--- src/rtl/hex_display_pkg.sv ---
// Shared constants for the seven-segment display path: glyph table,
// segment bit order and the value-register operation select.
package hex_display_pkg;

  localparam logic [6:0] SEG_BLANK = 7'h7F;

  localparam int unsigned SEG_A = 0;
  localparam int unsigned SEG_B = 1;
  localparam int unsigned SEG_C = 2;
  localparam int unsigned SEG_D = 3;
  localparam int unsigned SEG_E = 4;
  localparam int unsigned SEG_F = 5;
  localparam int unsigned SEG_G = 6;

  // Active-low glyphs, bit0 = segment a .. bit6 = segment g
  localparam logic [6:0] SEG_GLYPH [16] = '{
    7'h40, 7'h79, 7'h24, 7'h30, 7'h19, 7'h12, 7'h02, 7'h78,
    7'h00, 7'h10, 7'h08, 7'h03, 7'h46, 7'h21, 7'h06, 7'h0E
  };

  typedef enum logic [1:0] {
    OP_HOLD,
    OP_CLEAR,
    OP_LOAD,
    OP_PUSH
  } value_op_e;

  function automatic value_op_e sel_op(input logic clear_i, input logic load_i,
                                       input logic push_i);
    if (clear_i)     return OP_CLEAR;
    else if (load_i) return OP_LOAD;
    else if (push_i) return OP_PUSH;
    else             return OP_HOLD;
  endfunction

endpackage

--- src/rtl/hex_seg_decode.sv ---
// Combinational nibble to active-low seven-segment glyph.
module hex_seg_decode
  import hex_display_pkg::*;
(
  input  logic [3:0] nibble_i,
  output logic [6:0] seg_o
);

  logic [6:0] glyph;

  assign glyph = SEG_GLYPH[nibble_i];

  assign seg_o[SEG_A] = glyph[SEG_A];
  assign seg_o[SEG_B] = glyph[SEG_B];
  assign seg_o[SEG_C] = glyph[SEG_C];
  assign seg_o[SEG_D] = glyph[SEG_D];
  assign seg_o[SEG_E] = glyph[SEG_E];
  assign seg_o[SEG_F] = glyph[SEG_F];
  assign seg_o[SEG_G] = glyph[SEG_G];

endmodule

--- src/rtl/hex_display_driver.sv ---
// Multi-digit seven-segment driver: held hex value with load/shift entry,
// leading-zero blanking, per-digit enable, timed blink, registered segments.
module hex_display_driver
  import hex_display_pkg::*;
#(
  parameter int unsigned NUM_DIGITS = 6,
  parameter int unsigned BLINK_DIV  = 25000000
) (
  input  logic                    clock,
  input  logic                    reset,
  input  logic                    load,
  input  logic [4*NUM_DIGITS-1:0] load_value,
  input  logic                    push,
  input  logic [3:0]              push_digit,
  input  logic                    clear,
  input  logic                    lz_blank_en,
  input  logic                    blink_en,
  input  logic [NUM_DIGITS-1:0]   blink_mask,
  input  logic [NUM_DIGITS-1:0]   digit_en,
  output logic [7*NUM_DIGITS-1:0] hex_out,
  output logic [4*NUM_DIGITS-1:0] value_out,
  output logic [3:0]              digit_count,
  output logic                    overflow
);

  localparam int unsigned VW = 4 * NUM_DIGITS;
  localparam int unsigned SW = 7 * NUM_DIGITS;
  localparam int unsigned CW = (BLINK_DIV > 2) ? $clog2(BLINK_DIV) : 1;

  if (NUM_DIGITS < 1 || NUM_DIGITS > 8) begin : g_bad_num_digits
    $error("hex_display_driver: NUM_DIGITS must be in 1..8");
  end
  if (BLINK_DIV < 2) begin : g_bad_blink_div
    $error("hex_display_driver: BLINK_DIV must be >= 2");
  end

  logic [VW-1:0] value_q, value_d;
  logic [3:0]    count_q, count_d;
  logic          ovf_q, ovf_d;
  logic [CW-1:0] blink_cnt_q, blink_cnt_d;
  logic          phase_q, phase_d;
  logic [SW-1:0] hex_q, hex_d;

  logic [NUM_DIGITS-1:0] blank;
  logic [6:0]            seg_raw [NUM_DIGITS];

  always_comb begin
    value_d = value_q;
    count_d = count_q;
    ovf_d   = ovf_q;
    unique case (sel_op(clear, load, push))
      OP_CLEAR: begin
        value_d = '0;
        count_d = '0;
        ovf_d   = 1'b0;
      end
      OP_LOAD: begin
        value_d = load_value;
        count_d = 4'(NUM_DIGITS);
      end
      OP_PUSH: begin
        value_d = (value_q << 4) | VW'(push_digit);
        if (count_q < 4'(NUM_DIGITS)) count_d = count_q + 4'd1;
        else                          ovf_d   = 1'b1;
      end
      default: ;
    endcase
  end

  always_comb begin
    blink_cnt_d = blink_cnt_q + CW'(1);
    phase_d     = phase_q;
    if (blink_cnt_q == CW'(BLINK_DIV - 1)) begin
      blink_cnt_d = '0;
      phase_d     = ~phase_q;
    end
  end

  // Digit i is zero-blanked only when it and every more significant nibble are zero
  always_comb begin
    logic lz_zero;
    blank   = '0;
    lz_zero = 1'b1;
    for (int unsigned i = 0; i < NUM_DIGITS; i++) begin
      lz_zero = 1'b1;
      for (int unsigned j = i; j < NUM_DIGITS; j++) begin
        lz_zero = lz_zero & (value_q[4*j +: 4] == 4'h0);
      end
      blank[i] = ~digit_en[i]
               | (blink_en & blink_mask[i] & phase_q)
               | (lz_blank_en & (i != 0) & lz_zero);
    end
  end

  for (genvar g = 0; g < NUM_DIGITS; g++) begin : g_digit
    hex_seg_decode u_dec (
      .nibble_i (value_q[4*g +: 4]),
      .seg_o    (seg_raw[g])
    );
  end

  always_comb begin
    hex_d = '1;
    for (int unsigned i = 0; i < NUM_DIGITS; i++) begin
      hex_d[7*i +: 7] = blank[i] ? SEG_BLANK : seg_raw[i];
    end
  end

  always_ff @(posedge clock or posedge reset) begin
    if (reset) begin
      value_q     <= '0;
      count_q     <= '0;
      ovf_q       <= 1'b0;
      blink_cnt_q <= '0;
      phase_q     <= 1'b0;
      hex_q       <= '1;
    end else begin
      value_q     <= value_d;
      count_q     <= count_d;
      ovf_q       <= ovf_d;
      blink_cnt_q <= blink_cnt_d;
      phase_q     <= phase_d;
      hex_q       <= hex_d;
    end
  end

  assign hex_out     = hex_q;
  assign value_out   = value_q;
  assign digit_count = count_q;
  assign overflow    = ovf_q;

endmodule

--- config.mk ---
export PLATFORM = sky130hd
export DESIGN_NAME = hex_display_driver
export DESIGN_NICKNAME = d
export VERILOG_FILES = /design/src/rtl/hex_display_pkg.sv /design/src/rtl/hex_seg_decode.sv /design/src/rtl/hex_display_driver.sv
export SDC_FILE = /design/constraint.sdc
export NUM_CORES = 1
export LEC_CHECK = 0
export CAP_MARGIN = 0
export CORE_MARGIN = 3
export CORE_UTILIZATION = 35
export CTS_CLUSTER_DIAMETER = 150
export DETAILED_ROUTE_END_ITERATION = 8
export PLACE_DENSITY = 0.66
export SETUP_SLACK_MARGIN = 0.4
export SLEW_MARGIN = 20
export SYNTH_ARGS = -nofsm -noshare
export SYNTH_HDL_FRONTEND = slang
export SYNTH_HIERARCHICAL = 1
export SYNTH_SLANG_ARGS = --single-unit
--- constraint.sdc ---
create_clock -name clock -period 2.49 [get_ports clock]
set_input_delay 0.249 -clock clock [delete_from_list [all_inputs] [get_ports clock]]
set_output_delay 0.249 -clock clock [all_outputs]
set_load 0.02 [all_outputs]
==> results of run 1 <==
## registers in the layout, summed over array words and instances (netlist names)
name	cells
hex_out	42
value_out	24
blink_cnt_q	25
phase_q	1
overflow	1
digit_count	4
## per-stage QoR
step | instances | setup slack (ns) | util [%] | instance area [um^2] | power, W
floorplan | 578 | 0.529 | - | 5820 | 0.00231
global placement | 892 | 0.560 | 44.7 | 7180 | 0.00266
detailed placement | 892 | 0.485 | 44.7 | 7180 | 0.00267
CTS | 908 | 0.404 | 46.7 | 7500 | 0.00420
global route | 908 | 0.427 | 46.8 | 7510 | 0.00435
finish | 908 | 0.505 | 46.8 | 7510 | 0.00414
## what timing repair did
| item | 4_1_cts | 5_1_grt |
|---|---|---|
| hold buffers | 0 | 0 |
| endpoints found under the setup margin | 0 | 19 |
| gates resized for setup | 0 | 8 |
| setup buffers | 0 | 0 |
## cell usage after synthesis, types with 5 or more instances
| cell | n |
|---|---|
| nor4_1 | 9 |
| o21ai_1 | 6 |
| or2_2 | 21 |
| and2b_2 | 5 |
| mux2i_1 | 46 |
| inv_1 | 24 |
| mux2_2 | 5 |
| dfrtp_1 | 55 |
| clkbuf_1 | 11 |
| buf_2 | 8 |
| xor2_1 | 7 |
| nand2_1 | 23 |
| mux4_1 | 5 |
| or4_1 | 6 |
| or3b_1 | 5 |
| nand3_1 | 20 |
| a22o_1 | 10 |
| nor2_1 | 85 |
| xnor2_1 | 12 |
| o31ai_1 | 5 |
| ha_1 | 44 |
| nand4_1 | 6 |
| nand2b_1 | 8 |
| buf_6 | 6 |
| or3_1 | 10 |
| a32o_1 | 5 |
| o21ai_0 | 12 |
| dfstp_2 | 42 |
| a21oi_1 | 41 |
| nand4b_1 | 7 |
## power breakdown
part           leakage (nW)  internal (W)  switching [W]
Clock                 0.158      0.000906       0.000586
Sequential             1.17       0.00172       0.000104
Combinational          1.81      0.000416       0.000407
Total                  3.14       0.00304        0.00110
## worst max path at each step
stage                                    from               endpoint  slack (ns)  cells past startpoint
floorplan           value_out[12]$_DFFE_PP0P_  hex_out[24]$_DFF_PP1_        0.53                      5
global placement    value_out[20]$_DFFE_PP0P_   hex_out[7]$_DFF_PP1_        0.56                      4
detailed placement  value_out[20]$_DFFE_PP0P_  hex_out[13]$_DFF_PP1_        0.49                      4
CTS                 value_out[15]$_DFFE_PP0P_          value_out[15]        0.40                      1
global route        value_out[20]$_DFFE_PP0P_  hex_out[38]$_DFF_PP1_        0.43                      5
finish               value_out[3]$_DFFE_PP0P_           value_out[3]        0.51                      1
## layer usage
layer	up-vias	share of wire, %	track usage (%)	wire [um]
met1	2222	44	20.3	6130
met2	120	46	24.8	6530
met3	11	7.8	5.89	1100
met5	-	0	0	0
met4	0	2.1	5.49	292
li1	2232	-	-	-
## area by class of cell
| type | instances | area (um^2) |
|---|---|---|
| clock inverter | 5 | 77.6 |
| sequential | 97 | 2490 |
| inverter | 25 | 97.6 |
| fill | 1477 | 8540 |
| tap | 216 | 270 |
| multi-input combinational | 428 | 3090 |
| clock buffer | 11 | 243 |
| timing repair buffer | 126 | 1250 |
## cells by family after synthesis
kind of cell / after synthesis / synth area share, %
and+or+nand+nor: 224 / 20.6
muxes: 57 / 11.3
DFF: 97 / 42.6
buffers and inverters: 53 / 4.45
AOI/OAI and AO/OA: 84 / 8.69
xor gates and xnor gates: 19 / 2.86
adders and majority gates: 44 / 9.46
==> out/metrics.yaml, run 1 <==
run_status:
  status: "completed"
critical_path:
  cp_cell_sequence: "clkdlybuf4s50_1"
  reg2reg_from: "blink_cnt_q[0]$_DFF_PP0_"
  critPathKind: "flop to output port"
  cp_top_family: "buffers and inverters"
  crit_fanout: 16
  worstRegToRegCells: 5
  crit_buf_inv: 1
  required_ns: 2.24
  timing.rr.end: "blink_cnt_q[24]$_DFF_PP0_"
  arrival_ns: 1.74
  r2r_slack_ns: 0.54
  cp-start-kind: "flop"
  slowest_delay_ns: 0.71
  worstSetupEndpointType: "output port"
  crit_slowest_cell: "clkdlybuf4s50_1"
route:
  drt-total-wl_um: 14100
  remaining_drc_errors: 0
  vias: 4585
  vias_per_cell: 5.05
  drt_pass1_iterations: 5
  wl_per_cell_um: 15.5
  antenna_left: 0
  drt-initial-drc-count: 182
sta:
  period_share_pct: 79.7
  hold_viol_final: 0
  finClkSkew_ns: 0.00932
  max_slew_margin_pct: 64.8
  fin_hold_ws_ns: 0.406
  slew_viol_final: 0
  fmax_ghz: 0.504
  min_period_ns: 1.98
  worstMarginPinSlew_ns: 0.528
  rsz0062_at_grt: "no"
  setup_viol: 0
  tns_ns: 0
clock_network:
  cts_sinks: 97
  htreeDepth: 3
  cts_buffers: 9
  clockRootBuffer: "clkbuf_16"
  cts.clk_slew.worst_paths_ns: 0.07
  clock_latency_ns: 0.35
  cts_tree: "yes"
  clk_path_buf_depth: 2
place:
  io_buffers: 117
  hpwl_um: 10100
  gp_congestion: 0.863
yosys:
  ys.flop_type: "dfrtp_1"
  synth.area.top_cells: "dfrtp_1, dfstp_2, ha_1"
  synth_edf_count: 0
  yosys_warnings: 6
  seq_area_frac_synth_pct: 42.6
  netlist.area_leader.share_pct: 23.7
  synth_top_area_cell: "dfrtp_1"
  synth-seq-cells: 97
  synth_cell_type_count: 52
  synth.cell_area_um2: 5820
  synthArstFlopShare_pct: 100
  syn_inst: 578
  syn_area_per_cell_um2: 10.1
  synthesis.nets: 669
grt:
  grt_first_pass_wirelength_um: 23300
  first_global_vias: 4618
  grt.overflow.total: 0
  grt.total_usage_pct: 15.8
  grt_max_degree: 98
  grt_antenna_before_repair: 0
power:
  cellPowerDensity_nw_per_um2: 550
  power_leakage_nw: 3.14
  vdd_ir_drop_max_mv: 0.297
layout:
  nets: 778
  insertedDiodeCount: 0
  final_common_cell: "clkdlybuf4s50_1"
  drive_above_1_share_pct: 16.0
  area_delta_synth_final_pct: 29.1
  final_cell_mix: "clkdlybuf4s50_1, nor2_1, dfrtp_1"
die:
  die_area_um2: 18200
  die_h_um: 135
  start_util_pct: 36.2
  core_area_um2: 16100
  fp-row-count: 46
  ios: 118
  die_w_um: 135
min_path:
  hold_class: "input pin to asynchronous set/reset pin"
run:
  max_cap_viol_count: 0
Note: power is estimated with default switching activity, not from simulation.
==> inputs of run 2 (changes only) <==
PLACE_DENSITY = 0.64   (was 0.66)
clock period = 2 ns   (was 2.49 ns; I/O delays follow)
==> run 2 against run 1 <==
Against the previous run: hold slack got worse by 0.26 ns; sequential power rose by 23%; final cell count increased by 8.8%; core utilization is 6.6 points higher; via count is 9.2% higher; die area is the same; cell area is 14% higher; first-iteration DRC count up 54%; power grew 27%; count of clock-buffer cells in the layout stayed put; largest power group unchanged; highest routed layer unchanged.
==> out/metrics.yaml, run 2 (synthesized netlist as in run 1, its figures left out) <==
place:
  gp_congestion: 0.851  # -1.4%
  pre_cts_ws_ns: 0.120  # -0.365 ns
  io_buffers: 117  # unchanged
  hpwl_um: 10800  # +7.1%
clock_network:
  cts_hold_buf: 0  # unchanged
  clockRootBuffer: "clkbuf_16"
  clk_path_buf_depth: 2  # unchanged
  cts_buffers: 9  # unchanged
  htreeDepth: 3  # unchanged
  cts.clk_slew.worst_paths_ns: 0.07  # about the same
  cts_tree: "yes"
  cts_sinks: 97  # unchanged
  clock_latency_ns: 0.35  # about the same
power:
  seq_power_share_pct: 42.6  # -1.4 points
  p_sw_w: 0.00146  # +33%
  swShare_pct: 27.7  # +1.2 points
  share_comb_of_total_power_pct: 22.5  # +2.6 points
  pwr-share-clk_pct: 34.9  # -1.2 points
  power_leakage_nw: 3.67  # +17%
  vdd_ir_drop_max_mv: 0.419  # +41%
  cellPowerDensity_nw_per_um2: 614  # +12%
  intPower_w: 0.00380  # +25%
sta:
  worst_slack_ns: 0.206  # -0.299 ns
  rsz0062_at_grt: "yes"
  tns_ns: 0  # unchanged
  setup_viol: 0  # unchanged
  finClkSkew_ns: 0.00909  # -0.000233 ns
  max_slew_margin_pct: 62.2  # -2.7 points
  min_period_ns: 1.79
  slew_viol_final: 0  # unchanged
  period_share_pct: 89.7
  fin_hold_ws_ns: 0.142  # -0.264 ns
  worstMarginPinSlew_ns: 0.562  # +0.0346 ns
  hold_viol_final: 0  # unchanged
  fmax_ghz: 0.558
min_path:
  hold_class: "input pin to asynchronous set/reset pin"
critical_path:
  worstRegToRegCells: 7  # +2
  reg2reg_from: "blink_cnt_q[1]$_DFF_PP0_"
  critPathKind: "flop to flop"
  r2r_slack_ns: 0.21  # -0.33 ns
  cp-start-kind: "flop"
  crit_start: "blink_cnt_q[1]$_DFF_PP0_"
  timing.rr.end: "blink_cnt_q[16]$_DFF_PP0_"
  required_ns: 2.28  # +0.04 ns
  crit_buf_inv: 2  # +1
  crit_fanout: 9  # -7
  cp_cell_sequence: "ha_4 > buf_6 > and3_4 > buf_4 > nand2_2 > or4_1 > a21oi_2"
  arrival_ns: 2.07  # +0.33 ns
  cp_top_family: "simple AND/OR/NAND/NOR gates"
  slowest_delay_ns: 0.45  # -0.26 ns
  crit_slowest_cell: "or4_1"
  worstSetupEndpointType: "flop"
  crit_cells: 7  # +6
  crit_path_end: "blink_cnt_q[16]$_DFF_PP0_"
route:
  drt-initial-drc-count: 281  # +54%
  drt_pass1_iterations: 5  # unchanged
  vias: 5006  # +9.2%
  vias_per_cell: 5.07  # +0.34%
  antenna_left: 0  # unchanged
  remaining_drc_errors: 0  # unchanged
  wl_per_cell_um: 16.5  # +6.9%
  drt-total-wl_um: 16300  # +16%
run:
  max_cap_viol_count: 0  # unchanged
layout:
  final_cell_mix: "nor2_1, buf_4, dlygate4sd2_1"
  insertedDiodeCount: 0  # unchanged
  area_delta_synth_final_pct: 47.3
  drive_above_1_share_pct: 35.2  # +19 points
  final_common_cell: "nor2_1"
  largest_reg_flops: 42  # unchanged
  nets: 858  # +10%
  nFillCells: 1406  # -4.8%
die:
  core_area_um2: 16100  # unchanged
  fp-row-count: 46  # unchanged
  die_area_um2: 18200  # unchanged
  die_w_um: 135  # unchanged
  ios: 118  # unchanged
  die_h_um: 135  # unchanged
  start_util_pct: 36.2  # unchanged
grt:
  grt.overflow.total: 0  # unchanged
  grt_antenna_before_repair: 0  # unchanged
  grt_first_pass_wirelength_um: 25700  # +11%
  first_global_vias: 5048  # +9.3%
  grt.total_usage_pct: 17.6  # +1.7 points
  grt_max_degree: 60  # -39%
run_status:
  status: "completed"
## run 2: power groups by stage
stage / clock network [W] / logic [W] / registers [W]
2_1_floorplan: 0 / 0.000489 / 0.00241
5_1_grt: 0.00198 / 0.00129 / 0.00225
3_3_place_gp: 0 / 0.00108 / 0.00228
3_5_place_dp: 0 / 0.00110 / 0.00229
6_report: 0.00184 / 0.00118 / 0.00224
4_1_cts: 0.00189 / 0.00110 / 0.00224
## run 2: per-stage QoR
stage | instances | utilization (%) | instance area (um^2) | power (W)
after detailed placement | 902 | 46.1 | 7400 | 0.00339
final | 988 | 53.4 | 8570 | 0.00526
after global routing | 988 | 53.4 | 8570 | 0.00552
after CTS | 964 | 50.9 | 8170 | 0.00523
after global placement | 902 | 46.1 | 7400 | 0.00336
after floorplan | 578 | - | 5930 | 0.00290
## run 2: final cells by class
cell class / count / area, um^2 / share of cell area, %
multi-input combinational: 429 / 3500 / 40.8
sequential: 97 / 2500 / 29.2
timing repair buffer: 205 / 1860 / 21.7
tap: 216 / 270 / 3.15
clock buffer: 11 / 233 / 2.72
inverter: 25 / 120 / 1.40
clock inverter: 5 / 80.1 / 0.934
## run 2: what timing repair did
action,CTS,global route
resized for setup,111,49
pin swaps,16,25
buffers inserted,45,23
gates cloned,1,1
setup endpoints to repair,107,48
## run 2: worst min-delay path by stage
stage | endpoint | cells after the start | from | slack (ns)
3_3_place_gp | blink_cnt_q[0]$_DFF_PP0_ | 1 | blink_cnt_q[0]$_DFF_PP0_ | 0.48
3_5_place_dp | blink_cnt_q[0]$_DFF_PP0_ | 1 | blink_cnt_q[0]$_DFF_PP0_ | 0.50
2_1_floorplan | hex_out[10]$_DFF_PP1_ | 1 | digit_en[1] | 0.30
6_report | blink_cnt_q[7]$_DFF_PP0_ | 2 | reset | 0.14
4_1_cts | blink_cnt_q[7]$_DFF_PP0_ | 2 | reset | 0.14
5_1_grt | blink_cnt_q[7]$_DFF_PP0_ | 2 | reset | 0.17
## run 2: metal layers
layer  vias up  GRT usage (%)  share of wire (%)
met1      2431           22.6                 42
met2       156           28.6                 49
li1       2394              -                  -
met4         0           5.21                1.8
met3        25           5.59                6.8
met5         -              0                  0
## run 2: worst register-to-register path, cell delays in order, from the launching register on
cell and delay [ns]:
dfrtp_2 0.40, ha_4 0.16, buf_6 0.09, and3_4 0.21, buf_4 0.11, nand2_2 0.12, or4_1 0.45, a21oi_2 0.17
